[config.mk]
export PLATFORM = sky130hd
export DESIGN_NAME = keypad_entry_scanner
export DESIGN_NICKNAME = d
export VERILOG_FILES = /design/src/rtl/lock_pkg.sv /design/src/rtl/keypad_debounce_fsm.sv /design/src/rtl/keypad_entry_scanner.sv
export SDC_FILE = /design/constraint.sdc
export NUM_CORES = 1
export LEC_CHECK = 0
export ABC_AREA = 0
export BUFFER_PORTS_ARGS = -buffer_cell sky130_fd_sc_hd__buf_2
export CAP_MARGIN = 20
export CORE_MARGIN = 5
export CORE_UTILIZATION = 56
export CTS_CLUSTER_SIZE = 20
export DETAILED_ROUTE_END_ITERATION = 7
export GPL_TIMING_DRIVEN = 0
export PLACE_DENSITY = 0.87
export SKIP_LAST_GASP = 1
export SLEW_MARGIN = 10
export SYNTH_ARGS = -nofsm -noshare
export SYNTH_HDL_FRONTEND = slang
export SYNTH_SLANG_ARGS = --single-unit
[constraint.sdc]
create_clock -name clk -period 3.25 [get_ports clk]
set_input_delay 0.65 -clock clk [delete_from_list [all_inputs] [get_ports clk]]
set_output_delay 0.65 -clock clk [all_outputs]
set_load 0.01 [all_outputs]
[src/rtl/lock_pkg.sv]
// rtl/lock_pkg.sv - shared keypad FSM states, matrix geometry and row decode
package lock_pkg;

   localparam int KEY_W = 4;
   localparam int ROWS  = 4;
   localparam int COLS  = 4;
   localparam logic [COLS-1:0] COL_IDLE = 4'b1110;

   typedef enum logic [2:0] {
      SCAN,
      DEBOUNCE,
      PRESSED,
      WAIT_REL,
      REL_DEB
   } kp_state_e;

   typedef struct packed {
      logic       hit;
      logic [1:0] row;
   } row_hit_t;

   // Exactly one low row is a key; none or several (ghosting) is no key.
   function automatic row_hit_t decode_rows(input logic [ROWS-1:0] rows_n);
      row_hit_t res;
      int       n;
      res = '0;
      n   = 0;
      for (int r = 0; r < ROWS; r++) begin
         if (!rows_n[r]) begin
            n++;
            res.row = 2'(r);
         end
      end
      res.hit = (n == 1);
      return res;
   endfunction

endpackage

[src/rtl/keypad_debounce_fsm.sv]
// rtl/keypad_debounce_fsm.sv - row synchronizer, column scan and press/release debounce FSM
module keypad_debounce_fsm
   import lock_pkg::*;
#(
   parameter int SCAN_DIV        = 4,
   parameter int DEBOUNCE_CYCLES = 16
)(
   input  logic             clk,
   input  logic             reset_n,
   input  logic [ROWS-1:0]  row_in,
   output logic [COLS-1:0]  col_out,
   output logic [KEY_W-1:0] key_code,
   output logic             key_valid,
   output logic             busy
);

   localparam int DIV_W = (SCAN_DIV > 1) ? $clog2(SCAN_DIV) : 1;
   localparam int DEB_W = (DEBOUNCE_CYCLES > 1) ? $clog2(DEBOUNCE_CYCLES) : 1;
   localparam logic [DIV_W-1:0] DIV_LAST = DIV_W'(SCAN_DIV - 1);
   localparam logic [DEB_W-1:0] DEB_LAST = DEB_W'(DEBOUNCE_CYCLES - 1);

   logic [ROWS-1:0]  row_s1_q, row_s2_q;
   kp_state_e        state_q, state_d;
   logic [1:0]       col_idx_q, col_idx_d;
   logic [COLS-1:0]  col_out_q, col_out_d;
   logic [DIV_W-1:0] div_q, div_d;
   logic [DEB_W-1:0] deb_q, deb_d;
   logic [1:0]       row_lat_q, row_lat_d;
   logic [KEY_W-1:0] key_code_q, key_code_d;
   logic             key_valid_q, key_valid_d;
   logic             busy_q, busy_d;
   row_hit_t         rh;

   always_comb begin
      rh          = decode_rows(row_s2_q);
      state_d     = state_q;
      col_idx_d   = col_idx_q;
      div_d       = div_q;
      deb_d       = deb_q;
      row_lat_d   = row_lat_q;
      key_code_d  = key_code_q;
      key_valid_d = 1'b0;
      case (state_q)
         SCAN: begin
            if (div_q == DIV_LAST) begin
               div_d = '0;
               if (rh.hit) begin
                  row_lat_d = rh.row;
                  deb_d     = '0;
                  state_d   = DEBOUNCE;
               end else begin
                  col_idx_d = col_idx_q + 2'd1;
               end
            end else begin
               div_d = div_q + 1'b1;
            end
         end
         DEBOUNCE: begin
            if (rh.hit && rh.row == row_lat_q) begin
               if (deb_q == DEB_LAST) begin
                  state_d     = PRESSED;
                  key_valid_d = 1'b1;
                  key_code_d  = {row_lat_q, col_idx_q};
               end else begin
                  deb_d = deb_q + 1'b1;
               end
            end else begin
               state_d = SCAN;
               div_d   = '0;
            end
         end
         PRESSED: state_d = WAIT_REL;
         WAIT_REL: begin
            if (!rh.hit) begin
               state_d = REL_DEB;
               deb_d   = '0;
            end
         end
         REL_DEB: begin
            if (rh.hit) begin
               state_d = WAIT_REL;
            end else if (deb_q == DEB_LAST) begin
               state_d = SCAN;
               div_d   = '0;
            end else begin
               deb_d = deb_q + 1'b1;
            end
         end
         default: state_d = SCAN;
      endcase
      // The column stays frozen outside SCAN so the debounce watches the latched key.
      col_out_d = ~(COLS'(1) << col_idx_d);
      busy_d    = (state_d != SCAN);
   end

   always_ff @(posedge clk or negedge reset_n) begin
      if (!reset_n) begin
         row_s1_q    <= '1;
         row_s2_q    <= '1;
         state_q     <= SCAN;
         col_idx_q   <= '0;
         col_out_q   <= COL_IDLE;
         div_q       <= '0;
         deb_q       <= '0;
         row_lat_q   <= '0;
         key_code_q  <= '0;
         key_valid_q <= 1'b0;
         busy_q      <= 1'b0;
      end else begin
         row_s1_q    <= row_in;
         row_s2_q    <= row_s1_q;
         state_q     <= state_d;
         col_idx_q   <= col_idx_d;
         col_out_q   <= col_out_d;
         div_q       <= div_d;
         deb_q       <= deb_d;
         row_lat_q   <= row_lat_d;
         key_code_q  <= key_code_d;
         key_valid_q <= key_valid_d;
         busy_q      <= busy_d;
      end
   end

   assign col_out   = col_out_q;
   assign key_code  = key_code_q;
   assign key_valid = key_valid_q;
   assign busy      = busy_q;

endmodule

[src/rtl/keypad_entry_scanner.sv]
// rtl/keypad_entry_scanner.sv - keypad scanner plus code-word assembler
// Optional inter-digit timeout with timeout_o is built when KEYPAD_TIMEOUT_EN is defined.
module keypad_entry_scanner
   import lock_pkg::*;
#(
   parameter int SCAN_DIV        = 4,
   parameter int DEBOUNCE_CYCLES = 16,
   parameter int DIGITS          = 4,
`ifdef KEYPAD_TIMEOUT_EN
   parameter int TIMEOUT_CYCLES  = 1024,
`endif
   localparam int CNT_W = $clog2(DIGITS + 1)
)(
   input  logic                    clk,
   input  logic                    reset_n,
   input  logic [ROWS-1:0]         row_in,
   output logic [COLS-1:0]         col_out,
   input  logic                    clear_in,
   output logic [KEY_W-1:0]        key_code,
   output logic                    key_valid,
   output logic [KEY_W*DIGITS-1:0] code_out,
   output logic                    code_valid,
   output logic [CNT_W-1:0]        digit_cnt,
`ifdef KEYPAD_TIMEOUT_EN
   output logic                    timeout_o,
`endif
   output logic                    busy
);

   localparam int CODE_W = KEY_W * DIGITS;

   logic [CODE_W-1:0] buf_q, buf_d, buf_shift, code_q;
   logic [CNT_W-1:0]  cnt_q, cnt_d;
   logic              clear_all, last_digit;

   keypad_debounce_fsm #(
      .SCAN_DIV        (SCAN_DIV),
      .DEBOUNCE_CYCLES (DEBOUNCE_CYCLES)
   ) u_scan (
      .clk       (clk),
      .reset_n   (reset_n),
      .row_in    (row_in),
      .col_out   (col_out),
      .key_code  (key_code),
      .key_valid (key_valid),
      .busy      (busy)
   );

`ifdef KEYPAD_TIMEOUT_EN
   localparam int TO_W = (TIMEOUT_CYCLES > 1) ? $clog2(TIMEOUT_CYCLES) : 1;
   logic [TO_W-1:0] to_q, to_d;
   logic            to_run, to_hit, timeout_q;

   assign to_run = (cnt_q != '0) && (cnt_q < CNT_W'(DIGITS)) && !busy;
   assign to_hit = to_run && (to_q == TO_W'(TIMEOUT_CYCLES - 1));

   always_comb begin
      to_d = to_q;
      if (key_valid || to_hit) begin
         to_d = '0;
      end else if (to_run) begin
         to_d = to_q + 1'b1;
      end
   end

   always_ff @(posedge clk or negedge reset_n) begin
      if (!reset_n) begin
         to_q      <= '0;
         timeout_q <= 1'b0;
      end else begin
         to_q      <= to_d;
         timeout_q <= to_hit;
      end
   end

   assign timeout_o = timeout_q;
   assign clear_all = clear_in | to_hit;
`else
   assign clear_all = clear_in;
`endif

   assign buf_shift  = (buf_q << KEY_W) | CODE_W'(key_code);
   assign last_digit = (cnt_q == CNT_W'(DIGITS - 1));
   // Completion is combinational so code_valid lands in the key_valid cycle; a clear drops it.
   assign code_valid = key_valid & ~clear_all & last_digit;
   assign code_out   = code_valid ? buf_shift : code_q;

   always_comb begin
      buf_d = buf_q;
      cnt_d = cnt_q;
      if (clear_all) begin
         buf_d = '0;
         cnt_d = '0;
      end else if (key_valid) begin
         if (last_digit) begin
            buf_d = '0;
            cnt_d = '0;
         end else begin
            buf_d = buf_shift;
            cnt_d = cnt_q + 1'b1;
         end
      end
   end

   always_ff @(posedge clk or negedge reset_n) begin
      if (!reset_n) begin
         buf_q  <= '0;
         cnt_q  <= '0;
         code_q <= '0;
      end else begin
         buf_q  <= buf_d;
         cnt_q  <= cnt_d;
         code_q <= code_out;
      end
   end

   assign digit_cnt = cnt_q;

endmodule
[Word level (Yosys, flattened, before mapping)]
Cells that the tools add are included.
Storage, ports and cells
  flip-flop bits (word level): 62
  output and inout port bits: 30
  word-level logic and storage cells: 93
Cells by class
  add/subtract/negate cells: 7
  equality and inequality tests: 16
  shift-type cells: 1
  mux-type cells: 40
  bitwise gates (word level): 5
  reductions and logical operators: 10
Operator list (number)
  two-way mux 32 bit: 3
  adder 32 x 2 -> 32 bit (second input constant): 2
  two-way mux 12 bit: 3
  equality test 32 x 2 -> 1 bit (second input constant): 1
  two-way mux 3 bit: 10
  two-way mux 4 bit: 6
  two-way mux 2 bit: 9
  two-way mux 16 bit: 1
  bitwise OR 16 x 4 -> 16 bit: 1
  one-hot mux 4 bit (4 select lines): 1
  one-hot mux 3 bit (5 select lines): 1
  equality test 3 x 2 -> 1 bit (second input constant): 3
  inequality test 2 x 1 -> 1 bit (second input constant): 4
  inequality test 2 bit (second input constant): 3
  one-hot mux 2 bit (3 select lines): 1
  AND reduction 3 bit: 2
  AND reduction 6 bit: 1
  nonzero test 3 bit: 2
  two-way mux 1 bit: 5
  adder 2 x 1 -> 2 bit (second input constant): 2
  adder 4 x 1 -> 4 bit (second input constant): 1
  equality test 4 bit (second input constant): 1
  NOT 4 bit: 1
  AND reduction 4 bit: 1
  13 further kinds: 14

[Longest topological paths before layout]
  depth in word-level cells: 13
  depth in mapped cells: 12
  mapped depth without buffers: 11

[By module]
Synthesis repeated with hierarchy kept, for this count alone.
Unflattened totals
  cells, all modules: 239
  area total of the unflattened synthesis: 2861.5 µm²
Modules (own cells, without submodules)
  keypad_debounce_fsm: instances 1, cells each 138, area each 1542.7 µm², seq. area each 789.5 µm²
  keypad_entry_scanner: instances 1, cells each 101, area each 1318.8 µm², seq. area each 775.7 µm²

[Worst setup path before layout]
OpenSTA, ideal clock, no wires.
  path type: register -> register
  start: register u_scan.row_s2_q[1]
  end: register u_scan.deb_q[1]
  library setup time: 0.069 ns
  data arrival time: 2.813 ns
  path slack: 0.369 ns
  stages on the path, launching flop included: 11
  cell sequence: dfstp_2 inv_1 ha_1 xnor2_1 ha_1 or3_1 o311ai_2 nand3_2 mux2_4 or4b_1 nand3_1
Between the ends
  longest elaborated chain between the ends: 9
RTL lines
  from (decl): line keypad_debounce_fsm.sv:22  | logic [ROWS-1:0] row_s1_q, row_s2_q;
  from (signal assigned): line keypad_debounce_fsm.sv:111  | row_s2_q <= row_s1_q;
  two-way mux 32 bit: line lock_pkg.sv:29  | if (!rows_n[r]) begin
  adder 32 x 2 -> 32 bit: line lock_pkg.sv:30  | n++;
  two-way mux 32 bit: line lock_pkg.sv:29
  adder 32 x 2 -> 32 bit: line lock_pkg.sv:30
  two-way mux 32 bit: line lock_pkg.sv:29
  equality test 32 x 2 -> 1 bit: line lock_pkg.sv:34  | res.hit = (n == 1);
  logical AND 1 bit: line keypad_debounce_fsm.sv:59  | if (rh.hit && rh.row == row_lat_q) begin
  inequality test 2 x 1 -> 1 bit (no line)
  AND reduction 6 bit (no line) *
  to (signal assigned): line keypad_debounce_fsm.sv:104  | deb_q <= '0;
  to (signal assigned): line keypad_debounce_fsm.sv:116  | deb_q <= deb_d;
  to (decl): line keypad_debounce_fsm.sv:27  | logic [DEB_W-1:0] deb_q, deb_d;
Mark *: on every way between the ends. The rest lies on a longest branch, timed or not.
A chain may end at the register's enable or synchronous reset.

[Worst setup path in the final report]
Same ends and word-level chain as after synthesis.

==> flow_metrics.env <==
export IMPL_num_rows=25
export IMPL_postCtsSetupRepairBufs=0
export IMPL_design_power_total_uw=2000
export IMPL_drive_gt1_share_pct=35.1
export IMPL_drt_iter0_drc=69
export IMPL_cts_sinks=62
export IMPL_grt_max_degree=63
export IMPL_cts_max_level=3
export IMPL_n_antenna_cell=0
export IMPL_reg2reg_to="u_scan.deb_q[1]$_DFFE_PN0P_"
export IMPL_synthToLayoutAreaGrowth_pct=18.5
export IMPL_overflow=0
export IMPL_fin_ws_ps=141
export IMPL_fin_tns_setup_ps=0
export IMPL_cp_startpoint="u_scan.row_s2_q[1]$_DFF_PN1_"
export IMPL_slew_violations=0
export IMPL_power_density_nw_per_um2=635
export IMPL_max_cap_violations=0
export IMPL_clk_path_buf_depth=2
export IMPL_dr_pass1_iters=4
export IMPL_post_place_ws_ps=-10.0
export IMPL_worst_clock_skew_ps=4.31
export IMPL_io_buffers=36
export IMPL_internal_power_uw=1500
export IMPL_ys_seq_area_share_pct=59.0
export IMPL_critPathKind="register to register"
export IMPL_nNetsFinal=270
export IMPL_start_kind="register"
export IMPL_cp_end_kind="register"
export IMPL_wirelength_um=4870
export IMPL_min_path_type="register to register"
export IMPL_synth_area_um2=2650
export IMPL_cts_root_buf="clkbuf_8"
export IMPL_seq_power_share_pct=45.4
export IMPL_dpl_hpwl_um=3350
export IMPL_critPathCapture="u_scan.deb_q[1]$_DFFE_PN0P_"
export IMPL_p_comb_share_pct=16.2
export IMPL_crit_required_ps=3510
export IMPL_p_switching_uw=496
export IMPL_arrival_ps=3370
export IMPL_top_level_ports=37
export IMPL_slew_headroom_pct=51.4
export IMPL_drc=0
export IMPL_r2r_slack_ps=140
export IMPL_syn_inst=210
export IMPL_cts_resized_gates=1
export IMPL_setup_violations=0
export IMPL_grt_total_usage_pct=17.8
export IMPL_ys_seq_elements=62
export IMPL_min_period_ps=3110
export IMPL_crit_reg2reg_launch="u_scan.row_s2_q[1]$_DFF_PN1_"
export IMPL_reg2reg_depth=10
export IMPL_ctsHoldBuffers=0
export IMPL_numCtsBuffers=9
export IMPL_finalHoldViolations=0
export IMPL_grt_pass1_wl_um=8570
export IMPL_initial_utilization_pct=56.9
export IMPL_die_area_um2=6210
export IMPL_swShare_pct=24.8
export IMPL_ant_nets=0
export IMPL_gp_congestion=0.836
export IMPL_routed_via_count=1826
export IMPL_cts_clk_slew_worst_paths_ps=60
export IMPL_die_w_um=78.8
export IMPL_grt_pass1_vias=1856
export IMPL_ir_worst_vdd_mv=0.299
export IMPL_wl_per_cell_um=15.4
export IMPL_die_y_um=78.8
export IMPL_insertion_delay_ps=320
export IMPL_antenna_found_initial=0
export IMPL_rsz0062_at_grt="no"
export IMPL_design_core_area_um2=4660
export IMPL_routed_via_density=5.78
export IMPL_final_core_util_pct=67.4
export IMPL_pwr_share_clk_pct=38.4
export IMPL_path_max_fanout=5
export IMPL_yosysWarningCount=0
export IMPL_synthDistinctLibCells=42
export IMPL_cts_tree="done"
export IMPL_min_period_over_period_pct=95.7
export IMPL_syn_nets=223
export IMPL_status="finished clean"
export IMPL_power_leakage_uw=0.00157
export IMPL_max_freq_mhz=322
export IMPL_tightest_slew_ps=729
export IMPL_avgSynthCellArea_um2=12.6
per-stage QoR:
stage	hold WS (ps)	std cells	instance area (um2)
2_1_floorplan	345	210	2650
3_3_place_gp	346	300	2900
3_5_place_dp	347	300	2900
4_1_cts	356	316	3140
5_1_grt	358	316	3140
6_report	355	316	3140
critical path, stage by stage, from the launching register on:
cell      delay, ps
dfstp_2         550
inv_1            60
ha_1            340
xnor2_1         160
ha_1            320
or3_1           390
o311ai_2        110
nand3_2         170
mux2_4          360
or4b_1          520
nand3_1          80
sequential cells by signal, indices dropped and copies added, names as in the netlist:
signal,cells
code_q,16
buf_q,12
u_scan.col_out,4
u_scan.deb_q,4
u_scan.key_code,4
u_scan.row_s1_q,4
u_scan.row_s2_q,4
digit_cnt,3
u_scan.state_q,3
u_scan.col_idx_q,2
u_scan.div_q,2
u_scan.row_lat_q,2
u_scan.busy,1
u_scan.key_valid,1
synthesized netlist by cell type:
cell       number  area (um2)
dfrtp_1        51        1280
a311o_1         1        10.0
and2_1          3        18.8
nand2b_1        5        31.3
a211oi_1        2        15.0
o21ai_0         6        30.0
o31a_1          1        8.76
nor2b_1         3        18.8
mux2_2         23         259
and3_1          3        18.8
nor3b_1         2        15.0
a31o_2          1        8.76
a21oi_1        10        50.1
nor4b_1         1        8.76
buf_2           2        10.0
o21bai_1        1        7.51
clkbuf_1        5        18.8
or4b_1          1        10.0
o311ai_2        1        16.3
a21boi_0        1        7.51
nand3b_1        2        15.0
or3_1           4        25.0
nor3b_2         1        12.5
buf_1           2        7.51
inv_1           9        33.8
nand3_2         1        10.0
nor2_1          5        18.8
ha_1            6        75.1
nand2_1        10        37.5
and4_1          1        8.76
a2bb2oi_1       1        8.76
nand3_1         4        20.0
dfstp_2        11         289
nor3_1          3        15.0
a31oi_1         4        25.0
xnor2_1         3        26.3
a22o_1         13         114
xor2_1          2        17.5
mux2i_1         2        20.0
nor4bb_1        1        10.0
o31ai_1         1        7.51
mux2_4          1        15.0
per-layer routing:
layer | part of all wire (%) | vias up | routed length [um] | track usage [%]
met4 | 2.2 | 0 | 105 | 9.27
li1 | - | 853 | - | -
met2 | 49 | 62 | 2400 | 28.8
met3 | 5.5 | 13 | 266 | 3.97
met5 | 0 | - | 0 | 0
met1 | 43 | 898 | 2100 | 22.3
placed cells by master (no fill, tap or decap), types with 3 or more instances in the layout:
cell type	Yosys	final
a21oi_1	10	10
a22o_1	13	13
a31oi_1	4	4
and2_1	3	3
and3_1	3	3
buf_2	2	37
clkbuf_1	5	6
clkbuf_8	0	12
dfrtp_1	51	51
dfstp_2	11	11
ha_1	6	6
inv_1	9	9
mux2_2	23	23
nand2_1	10	10
nand2b_1	5	5
nand3_1	4	4
nor2_1	5	5
nor2b_1	3	3
nor3_1	3	3
o21ai_0	6	6
or3_1	4	4
xnor2_1	3	3
layout make-up:
| class | instances | area, um2 |
|---|---|---|
| Sequential cell | 62 | 1570 |
| Buffer | 9 | 36.3 |
| Tap cell | 54 | 67.6 |
| Clock inverter | 3 | 65.1 |
| Fill cell | 348 | 1520 |
| Timing Repair Buffer | 36 | 183 |
| Inverter | 9 | 33.8 |
| Clock buffer | 13 | 169 |
| Multi-Input combinational cell | 130 | 1020 |
worst min path at each step:
stage / cells past startpoint / slack, ps / start / end
finish: 0 / 360 / u_scan.row_s1_q[0]$_DFF_PN1_ / u_scan.row_s2_q[0]$_DFF_PN1_
global route: 0 / 360 / u_scan.row_s1_q[3]$_DFF_PN1_ / u_scan.row_s2_q[3]$_DFF_PN1_
CTS: 0 / 360 / u_scan.row_s1_q[0]$_DFF_PN1_ / u_scan.row_s2_q[0]$_DFF_PN1_
detailed placement: 0 / 350 / u_scan.row_s1_q[3]$_DFF_PN1_ / u_scan.row_s2_q[3]$_DFF_PN1_
global placement: 0 / 350 / u_scan.row_s1_q[1]$_DFF_PN1_ / u_scan.row_s2_q[1]$_DFF_PN1_
floorplan: 0 / 350 / reset_n / buf_q[0]$_DFFE_PN0P_
power groups by stage:
stage	Clock [uW]	Sequential [uW]	Combinational, uW
after floorplan	0	924	222
after global placement	0	917	310
after detailed placement	0	920	324
after CTS	788	906	328
after global routing	823	914	368
final	767	906	323
logic make-up (layout without fill, tap and decap cells):
| kind of cell | after synthesis | in the layout | synth area share (%) |
|---|---|---|---|
| AND/OR/NAND/NOR | 50 | 50 | 11.1 |
| XOR/XNOR | 5 | 5 | 1.65 |
| AO/OA/AOI/OAI | 43 | 43 | 11.7 |
| multiplexers | 26 | 26 | 11.1 |
| flip-flops | 62 | 62 | 59.0 |
| adder cells (fa/ha/maj) | 6 | 6 | 2.83 |
| buffers and inverters | 18 | 70 | 2.64 |
No activity file was read; power rests on OpenSTA's default activity.
